**src/rtl/uart_tx_queue.sv**
```systemverilog
// Byte transmit queue in front of uart_hs: buffers upstream send strobes in a FIFO
// and replays them as single-cycle send pulses spaced exactly BYTE_CYCLES apart.
module uart_tx_queue #(
  parameter int unsigned DEPTH_LOG2  = 4,
  parameter int unsigned BYTE_CYCLES = 600
) (
  input  logic                  sys_clk,
  input  logic                  sys_rst,
  input  logic                  in_send,
  input  logic [7:0]            in_data,
  input  logic                  clr_overflow,
  output logic                  out_send,
  output logic [7:0]            out_data,
  output logic [DEPTH_LOG2:0]   count,
  output logic                  empty,
  output logic                  full,
  output logic                  overflow
);

  localparam int unsigned DEPTH = 1 << DEPTH_LOG2;
  localparam logic [15:0] GAP_LOAD = 16'(BYTE_CYCLES - 1);

  typedef logic [DEPTH_LOG2-1:0] ptr_t;
  typedef logic [DEPTH_LOG2:0]   cnt_t;

  // The pop cycle is split into SEND (pulse high) and GAP so out_send decodes
  // straight from the state register and drops with the asynchronous reset.
  typedef enum logic [1:0] {
    S_IDLE,
    S_SEND,
    S_GAP
  } state_t;

  state_t      state_q, state_d;
  logic        in_send_last;
  logic        push, push_ok, pop;
  ptr_t        wr_ptr, rd_ptr;
  logic [15:0] gap_cnt;
  logic [7:0]  mem [DEPTH];

  assign push    = in_send && !in_send_last;
  assign full    = (count == cnt_t'(DEPTH));
  assign empty   = (count == '0);
  assign push_ok = push && !full;
  assign pop     = (state_q == S_IDLE) && (count != '0);

  // State register
  always_ff @(posedge sys_clk or posedge sys_rst) begin
    if (sys_rst) state_q <= S_IDLE;
    else         state_q <= state_d;
  end

  // Next-state logic
  always_comb begin
    state_d = state_q;
    unique case (state_q)
      S_IDLE:       if (pop) state_d = S_SEND;
      S_SEND, S_GAP: state_d = (gap_cnt == 16'd1) ? S_IDLE : S_GAP;
      default:      state_d = S_IDLE;
    endcase
  end

  // Output decode
  always_comb begin
    out_send = (state_q == S_SEND);
  end

  // Storage array carries no reset.
  always_ff @(posedge sys_clk) begin
    if (push_ok) mem[wr_ptr] <= in_data;
  end

  always_ff @(posedge sys_clk or posedge sys_rst) begin
    if (sys_rst) begin
      in_send_last <= 1'b0;
      wr_ptr       <= '0;
      rd_ptr       <= '0;
      count        <= '0;
      out_data     <= '0;
      gap_cnt      <= '0;
      overflow     <= 1'b0;
    end else begin
      in_send_last <= in_send;

      if (push_ok) wr_ptr <= wr_ptr + ptr_t'(1);
      if (pop) begin
        rd_ptr   <= rd_ptr + ptr_t'(1);
        out_data <= mem[rd_ptr];
      end

      unique case ({push_ok, pop})
        2'b10:   count <= count + cnt_t'(1);
        2'b01:   count <= count - cnt_t'(1);
        default: count <= count;
      endcase

      if (pop)                                  gap_cnt <= GAP_LOAD;
      else if (state_q != S_IDLE && gap_cnt != '0) gap_cnt <= gap_cnt - 16'd1;

      if (push && full)      overflow <= 1'b1;
      else if (clr_overflow) overflow <= 1'b0;
    end
  end

endmodule

```
**config.mk**
```make
export PLATFORM = sky130hd
export DESIGN_NAME = uart_tx_queue
export DESIGN_NICKNAME = d
export VERILOG_FILES = /design/src/rtl/uart_tx_queue.sv
export SDC_FILE = /design/constraint.sdc
export NUM_CORES = 1
export LEC_CHECK = 0
export BUFFER_PORTS_ARGS = -buffer_cell sky130_fd_sc_hd__buf_2
export CORE_ASPECT_RATIO = 1.2
export CORE_MARGIN = 2
export CORE_UTILIZATION = 40
export CTS_CLUSTER_DIAMETER = 120
export CTS_CLUSTER_SIZE = 10
export DETAILED_ROUTE_END_ITERATION = 10
export HOLD_SLACK_MARGIN = 0.02
export PLACE_DENSITY = 0.62
export REMOVE_ABC_BUFFERS = 1
export SYNTH_ARGS = -nofsm -noshare
export SYNTH_HDL_FRONTEND = slang
export SYNTH_SLANG_ARGS = --single-unit
export TNS_END_PERCENT = 1
```
**constraint.sdc**
```tcl
create_clock -name sys_clk -period 3.87 [get_ports sys_clk]
set_input_delay 0 -clock sys_clk [delete_from_list [all_inputs] [get_ports sys_clk]]
set_output_delay 0 -clock sys_clk [all_outputs]
set_load 0.005 [all_outputs]
```
==> results.txt, run 1 <==
----------------------------------------------------
[Final layout]
  Finished layout cell area ... 8100 um2
  Post-layout instance count excluding filler cells ... ~690
  Synthesis-to-layout area growth ... 15.0%
  Number of antenna cells inserted ... 0
  Layout cells sized above 1 ... 22.2%
  Layout Nets ... 487

[Drt]
  Starting DRT DRC Count ... between 200 and 300
  Wire length per cell after detailed routing ... ~20 um
  DRC violations left ... 0
  Vias per cell ... around 5.4
  Post-route antenna net violation count ... 0
  First-pass DRT Iterations ... 4
  Total wirelength of the detailed-routed design ... 13.8 mm
  Count of vias placed by the detailed router ... 3704

[Timing]
  Skew final ... 0.0144 ns
  Post-layout min period ... 3.16 ns
  Final setup violation count ... 0
  Setup tns final ... 0 ns
  Share of the clock period used by the worst path after layout ... 81.7%
  Worst slew margin relative to its limit ... 26.2%
  Maximum operating frequency ... 316 MHz
  Worst-case setup margin in the final layout ... 0.710 ns
  Final Hold Violating Endpoints ... 0
  Worst hold slack after final layout ... 0.232 ns
  Setup repair after global routing missed its margin ... no
  Least-Margin Pin Slew ... 1.11 ns
  Pins over their slew limit ... 0

[Flow run]
  MaxCap Viol Count ... 0

[Die]
  Die width ... 125 um
  Core Box Area ... 17400 um2
  Height of the die ... 149 um
  Initial cell density of the core ... 40.6%
  Die Area ... 18700 um2
  FP Rows ... 53
  Io pins ... 29

[Place]
  Final RePlAce weighted congestion ... 0.757
  Port Buffers ... 28
  DPL Wire Length ... 8.93 mm
  Placed cells ... 649
  Worst Setup Slack post-DPL ... 0.704 ns
  Post-DP Area ... approximately 7400 um2

[Clock network]
  CTS tree ... done
  Clock buffer count from CTS ... 17
  Gates resized, CTS repair ... 0
  Hold-fix buffer count after cts ... 11
  Sinks on Clock Net ... 169
  Clock root cell ... clkbuf_16
  Number of H-tree branching levels ... 4
  Post-CTS Setup Repair Bufs ... 0
  Clock latency on the worst-skew pair ... 0.43 ns
  Largest buffer count on any clock path ... 2
  Clock slew seen by the registers of the worst setup and hold paths ... about 0.070 ns

[Synthesis]
  Netlist Area Pre-Place ... approximately 7000 um2
  Area share of the largest cell type after synthesis ... 54.6%
  Library cells used by synthesis ... 47
  Fraction of the mapped netlist area in simple logic gates ... 7.12%
  Most frequent cells after synthesis ... edfxtp_1, dfrtp_1, mux4_2
  Combinational family with the most area after synthesis ... multiplexers
  XOR/XNOR share of the synthesized area ... under 10%
  Average size of a mapped cell ... ~17 um2
  Most used flip-flop cell after synthesis ... edfxtp_1
  Compound-gate portion of the synthesized area ... 3.91%
  Count of flip-flops with a built-in enable after synthesis ... 128
  Post-synth top area cell ... edfxtp_1
  Adder and majority gate portion of the synthesized area ... 2.84%
  Most instantiated library cell after synthesis ... edfxtp_1
  Top cells by area in the synthesized netlist ... edfxtp_1, dfrtp_1, mux4_2
  Synthesized flop and latch total ... 169
  Post-synthesis sequential area ratio ... between 60 and 70%
  Multiplexer share of the synthesized area ... 13.4%
  Post-synth ARST share ... 24.3%
  Number of synthesis warnings ... 0
  Syn Inst Count ... 416

[Global route]
  Largest net degree at the start of global routing ... 42
  Most utilized layer in the global route result ... met2
  Met3 routing resource usage after global routing ... 4.12%
  Gr usage total ... 15.8%
  Number of global-route vias before repair ... 3903
  Global route total overflow ... 0
  GR Layer Usage met1 ... 18.3%
  First-pass GRT wire length ... 21.7 mm
  Antenna violations before repair ... 0
  Global routing met2 resource utilization ... around 28%

[Worst setup path]
  Critical Path Start Type ... flop
  Crit path capture type ... flop
  Startpoint-to-endpoint class of the critical path ... reg -> reg
  Worst r2r src ... count[1]
  Arrival time of data at the critical path endpoint ... 3.46 ns
  Worst Reg-to-Reg Cells ... 11
  Crit path max fanout ... 17
  Worst endpoint required time ... 4.17 ns
  CP Launch Point ... count[1]

[Power]
  Switching portion of total power ... 31.7%
  Part of the power in registers ... between 40% and 50%
  Areal power density over the cells ... 695 nW/um2
  Leakage power total ... 2.87 nW
  Power Internal ... roughly 0.0038 W
  Part of the power in combinational logic ... around a quarter
  Switching power ... between 0.0015 and 0.002 W
  Portion of total power attributed to the clock network ... 29.1%
  Peak supply drop ... ~390 uV

[Outcome]
  Status ... finished, final reports clean

[Worst hold path]
  Hold Startpoint ... in_send
  Type of the worst min-delay path ... in -> reg
  Worst hold stages ... 2

----------------------------------------------------
-- registers in the layout, summed over array words and instances (netlist names) --
signal	count
state_q	2
in_send_last	1
rd_ptr	4
out_data	8
mem	128
wr_ptr	4
overflow	1
count	5
gap_cnt	16
-- final cells by class --
class | instances | area, um2
inverter | 12 | 45.0
clock inverter | 14 | 140
fill | 1488 | 9270
sequential | 169 | 4870
multi-input combinational | 216 | 2050
clock buffer | 18 | 439
tap | 220 | 275
timing repair buffer | 43 | 280
-- power by group through the flow --
stage,clock (W),sequential [W],combinational (W)
after floorplan,0,0.00249,0.00104
after global placement,0,0.00254,0.00145
after detailed placement,0,0.00256,0.00150
after CTS,0.00167,0.00252,0.00152
after global routing,0.00173,0.00256,0.00165
final,0.00164,0.00251,0.00149
-- cells by family (layout without fill, tap and decap cells) --
family | count (synthesis) | in the layout
xor+xnor | 15 | 15
simple gates | 93 | 93
buf+inv | 31 | 87
compound gates | 38 | 38
mux | 54 | 54
flops | 169 | 169
fa+ha+maj | 16 | 16
-- per-layer routing --
layer	vias up	wire length (um)
met5	-	0
met1	1923	5720
met2	71	7430
met3	10	514
li1	1700	-
met4	0	171
-- placed cells by master (no fill, tap or decap), types with 6 or more instances in the layout --
cell type      count
nor2_1            16
edfxtp_1         128
buf_2             28
ha_1              16
mux2i_1           21
dlygate4sd3_1     11
clkbuf_16         17
inv_1             11
o21ai_0            8
xnor2_1            9
a21oi_1            6
nand2_1           25
mux4_2            32
xor2_1             6
and2_1            16
o221ai_1           8
dfrtp_1           39
-- final timing paths --
kind                                 to  slack [ns]
max                            count[4]        0.71
min                        in_send_last        0.23
max reg2reg                    count[4]        0.71
min reg2reg                  gap_cnt[7]        0.48
max in group asynchronous     rd_ptr[3]        3.21
min in group asynchronous    state_q[0]        0.25
-- per-stage QoR --
step | utilization [%] | total power (W)
2_1_floorplan | - | 0.00352
3_3_place_gp | 42.7 | 0.00400
3_5_place_dp | 42.7 | 0.00407
4_1_cts | 46.6 | 0.00571
5_1_grt | 46.6 | 0.00595
6_report | 46.6 | 0.00563
-- critical path, cell delays in order, from the launching register on --
cell      delay, ns
dfrtp_1        0.47
nor4_1         0.43
nor2b_1        0.25
nand2b_1       0.15
inv_1          0.25
ha_1           0.41
xor2_1         0.19
ha_1           0.23
o211a_1        0.24
o31ai_1        0.20
a31oi_1        0.08
xor2_1         0.16
No activity file was read; power rests on OpenSTA's default activity.
==> run 2, diff against run 1 <==
--- a/config.mk
+++ b/config.mk
@@ -5,6 +5,7 @@
 export SDC_FILE = /design/constraint.sdc
 export NUM_CORES = 1
 export LEC_CHECK = 0
+export ABC_AREA = 1
 export BUFFER_PORTS_ARGS = -buffer_cell sky130_fd_sc_hd__buf_2
 export CORE_ASPECT_RATIO = 1.2
 export CORE_MARGIN = 2
==> constraint.sdc (replaced) <==
create_clock -name sys_clk -period 3.25 [get_ports sys_clk]
set_input_delay 0 -clock sys_clk [delete_from_list [all_inputs] [get_ports sys_clk]]
set_output_delay 0 -clock sys_clk [all_outputs]
set_load 0.005 [all_outputs]
==> results.txt, run 2 <==
----------------------------------------------------
[Worst setup path]
  Startpoint-to-endpoint class of the critical path ... reg -> reg
  Maximum single-stage delay on the critical path ... 0.42 ns (-0.05 ns)
  Reg2reg setup slack ... 0.84 ns (+0.13 ns)
  Crit path capture type ... flop
  CP Cell Sequence ... nor2_1 > nand3_1 > inv_1 > nand2_1 > nand2_2 > ha_1 > xor2_1 > ha_1 > inv_1 > nand2_1 > nand3_1 > nand2_1 > xor2_1 > nand2_1 > nand2_1
  Critical Path Start Type ... flop
  Slowest cell on crit path ... dfrtp_1
  Crit path max fanout ... 18 (+1)
  Worst endpoint required time ... 3.63 ns (-0.54 ns)
  Top cell family by delay on the critical path ... simple AND/OR/NAND/NOR gates
  CP bufs+invs ... 2 (+1)
  Cell mode on critical path ... nand2_1
  Arrival time of data at the critical path endpoint ... 2.79 ns (-0.67 ns)

[Final layout]
  Layout cells sized above 1 ... 11.6% (-11 points)
  Number of flip-flops under the largest register name ... 128 (unchanged)
  Most common library cell in the layout ignoring fill and taps ... nand2_1
  Layout Nets ... 928 (+91%)
  Most frequent cells in the layout ... nand2_1, inv_1, edfxtp_1
  Synthesis-to-layout area growth ... 14.8%
  Register name with the most flops ... mem
  Registers with the most flip-flops ... mem x128, gap_cnt x16, out_data x8
  Number of antenna cells inserted ... 0 (unchanged)

[Die]
  Die Area ... 21000 um2 (+13%)
  Height of the die ... 159 um (+6.1%)
  Die width ... 133 um (+6.1%)
  Initial cell density of the core ... 40.7% (+0.17 points)
  FP Rows ... 56 (+5.7%)
  Core Box Area ... 19500 um2 (+13%)
  Io pins ... 29 (unchanged)

[Synthesis]
  Multiplexer share of the synthesized area ... 0% (-13 points)
  XOR/XNOR share of the synthesized area ... 1.43% (-0.43 points)
  Post-synth top area cell ... edfxtp_1
  Number of synthesis warnings ... 0 (unchanged)
  Average size of a mapped cell ... 9.38 um2 (-45%)
  Synthesized flop and latch total ... 169 (unchanged)
  Syn Inst Count ... 849 (+100%)
  Area share of the largest cell type after synthesis ... 48.3% (-6.3 points)
  Count of flip-flops with a built-in enable after synthesis ... 128 (unchanged)
  Most used flip-flop cell after synthesis ... edfxtp_1
  Most instantiated library cell after synthesis ... nand2_1
  Top cells by area in the synthesized netlist ... edfxtp_1, dfrtp_1, nand2_1
  Combinational family with the most area after synthesis ... simple AND/OR/NAND/NOR gates
  Library cells used by synthesis ... 29 (-38%)
  Post-synthesis sequential area ratio ... 61.2% (-7.9 points)
  Fraction of the mapped netlist area in simple logic gates ... 24.1% (+17 points)
  Post-synth ARST share ... 24.3% (unchanged)
  Compound-gate portion of the synthesized area ... 1.87% (-2.0 points)
  Most frequent cells after synthesis ... nand2_1, inv_1, edfxtp_1
  Adder and majority gate portion of the synthesized area ... 2.51% (-0.33 points)
  Netlist Area Pre-Place ... 7960 um2 (+13%)

[Clock network]
  Gates resized, CTS repair ... 0 (unchanged)
  Clock slew seen by the registers of the worst setup and hold paths ... 0.07 ns (about the same)
  CTS tree ... done
  Sinks on Clock Net ... 169 (unchanged)
  Number of H-tree branching levels ... 4 (unchanged)
  Clock latency on the worst-skew pair ... 0.43 ns (about the same)
  Hold-fix buffer count after cts ... 11 (unchanged)
  Clock buffer count from CTS ... 17 (unchanged)
  Largest buffer count on any clock path ... 2 (unchanged)
  Post-CTS Setup Repair Bufs ... 0 (unchanged)
  Clock root cell ... clkbuf_16

[Timing]
  Setup repair after global routing missed its margin ... no
  Worst slew margin relative to its limit ... 44.3% (+18 points)
  Skew final ... 0.0123 ns (-0.00211 ns)
  Setup tns final ... 0 ns (unchanged)
  Least-Margin Pin Slew ... 0.835 ns (-0.273 ns)
  Final setup violation count ... 0 (unchanged)
  Share of the clock period used by the worst path after layout ... 74.2% (-7.5 points)
  Post-layout min period ... 2.41 ns (-0.748 ns)
  Final Hold Violating Endpoints ... 0 (unchanged)
  Pins over their slew limit ... 0 (unchanged)
  Maximum operating frequency ... 415 MHz (+31%)

[Power]
  Total power of the final layout ... 0.00501 W (-11%)
  Peak supply drop ... 384 uV (-0.40%)
  Areal power density over the cells ... 548 nW/um2 (-21%)
  Leakage power total ... 4.17 nW (+45%)

[Drt]
  Vias per cell ... 4.75 (-11%)
  Post-route antenna net violation count ... 0 (unchanged)
  Count of vias placed by the detailed router ... 5571 (+50%)
  Wire length per cell after detailed routing ... 14.9 um (-25%)
  Starting DRT DRC Count ... 376 (+38%)
  Total wirelength of the detailed-routed design ... 17.5 mm (+26%)
  DRC violations left ... 0 (unchanged)
  First-pass DRT Iterations ... 5 (+1)

[Global route]
  Number of global-route vias before repair ... 5242 (+34%)
  Antenna violations before repair ... 0 (unchanged)
  Largest net degree at the start of global routing ... 67 (+60%)
  Global route total overflow ... 0 (unchanged)
  Gr usage total ... 17.4% (+1.6 points)
  First-pass GRT wire length ... 27.7 mm (+28%)

[Outcome]
  Status ... finished, final reports clean

[Place]
  Port Buffers ... 28 (unchanged)
  Final RePlAce weighted congestion ... 0.825 (+9.0%)
  DPL Wire Length ... 11.0 mm (+23%)

[Flow run]
  MaxCap Viol Count ... 0 (unchanged)

[Worst hold path]
  Type of the worst min-delay path ... in -> async

----------------------------------------------------
[run 2: cell types whose count changed in the layout (fill, tap and decap cells not counted), moves of 16 or more]
| cell | before | now |
|---|---|---|
| nand3_1 | 0 | 127 |
| and2_1 | 16 | 0 |
| inv_1 | 11 | 139 |
| buf_4 | 4 | 23 |
| mux4_2 | 32 | 0 |
| nand2_1 | 25 | 267 |
| mux2i_1 | 21 | 0 |
[run 2: layer usage]
| layer | global-route usage [%] | routed length [um] |
|---|---|---|
| met5 | 0 | 0 |
| met4 | 6.61 | 273 |
| met3 | 3.31 | 679 |
| met2 | 29.2 | 8580 |
| met1 | 22.5 | 7960 |
[run 2: path summary, 6_finish.rpt]
check / start / end / cells after the start
max: count[2] / count[4] / 15
min: sys_rst / count[0] / 3
max reg2reg: count[2] / count[4] / 15
min reg2reg: out_data[7] / out_data[7] / 2
max in group asynchronous: sys_rst / rd_ptr[0] / 4
min in group sys_clk: in_send / in_send_last / 2
[run 2: final cells by class]
class                   instances  area, um2
inverters                     145        549
clock buffers                  18        429
well taps                     261        327
fillers                      1838      10400
repair buffers                 62        423
multi-input cells             505       2380
clock inverters                14        156
flip-flops and latches        169       4870
[run 2: cells by family (layout without fill, tap and decap cells)]
group           count (synthesis)  count (layout)
fa+ha+maj                      16              16
flops                         169             169
compound gates                 25              25
buf+inv                       175             239
xor+xnor                       13              13
simple gates                  451             451
[run 2: worst register-to-register path: stages (launching register included)]
cell and delay [ns]:
dfrtp_1 0.42, nor2_1 0.11, nand3_1 0.08, inv_1 0.08, nand2_1 0.08, nand2_2 0.28
ha_1 0.37, xor2_1 0.23, ha_1 0.17, inv_1 0.04, nand2_1 0.08, nand3_1 0.08
nand2_1 0.09, xor2_1 0.15, nand2_1 0.07, nand2_1 0.06
[run 2: power breakdown]
group	internal (W)	switching, W
combinational	0.000157	0.000309
clock	0.00109	0.000918
sequential	0.00245	0.0000753
total	0.00370	0.00130
[run 2: metrics by stage]
step | area (um2) | worst slack [ns] | util (%) | instances | hold slack (ns)
5_1_grt | 9140 | 0.561 | 46.8 | 1174 | 0.193
3_5_place_dp | 8440 | 0.856 | 43.2 | 1131 | 0.0780
3_3_place_gp | 8440 | 0.920 | 43.2 | 1131 | 0.0798
2_1_floorplan | 7800 | 0.253 | - | 819 | 0.0314
4_1_cts | 9140 | 0.821 | 46.8 | 1174 | 0.155
6_report | 9140 | 0.838 | 46.8 | 1174 | 0.149
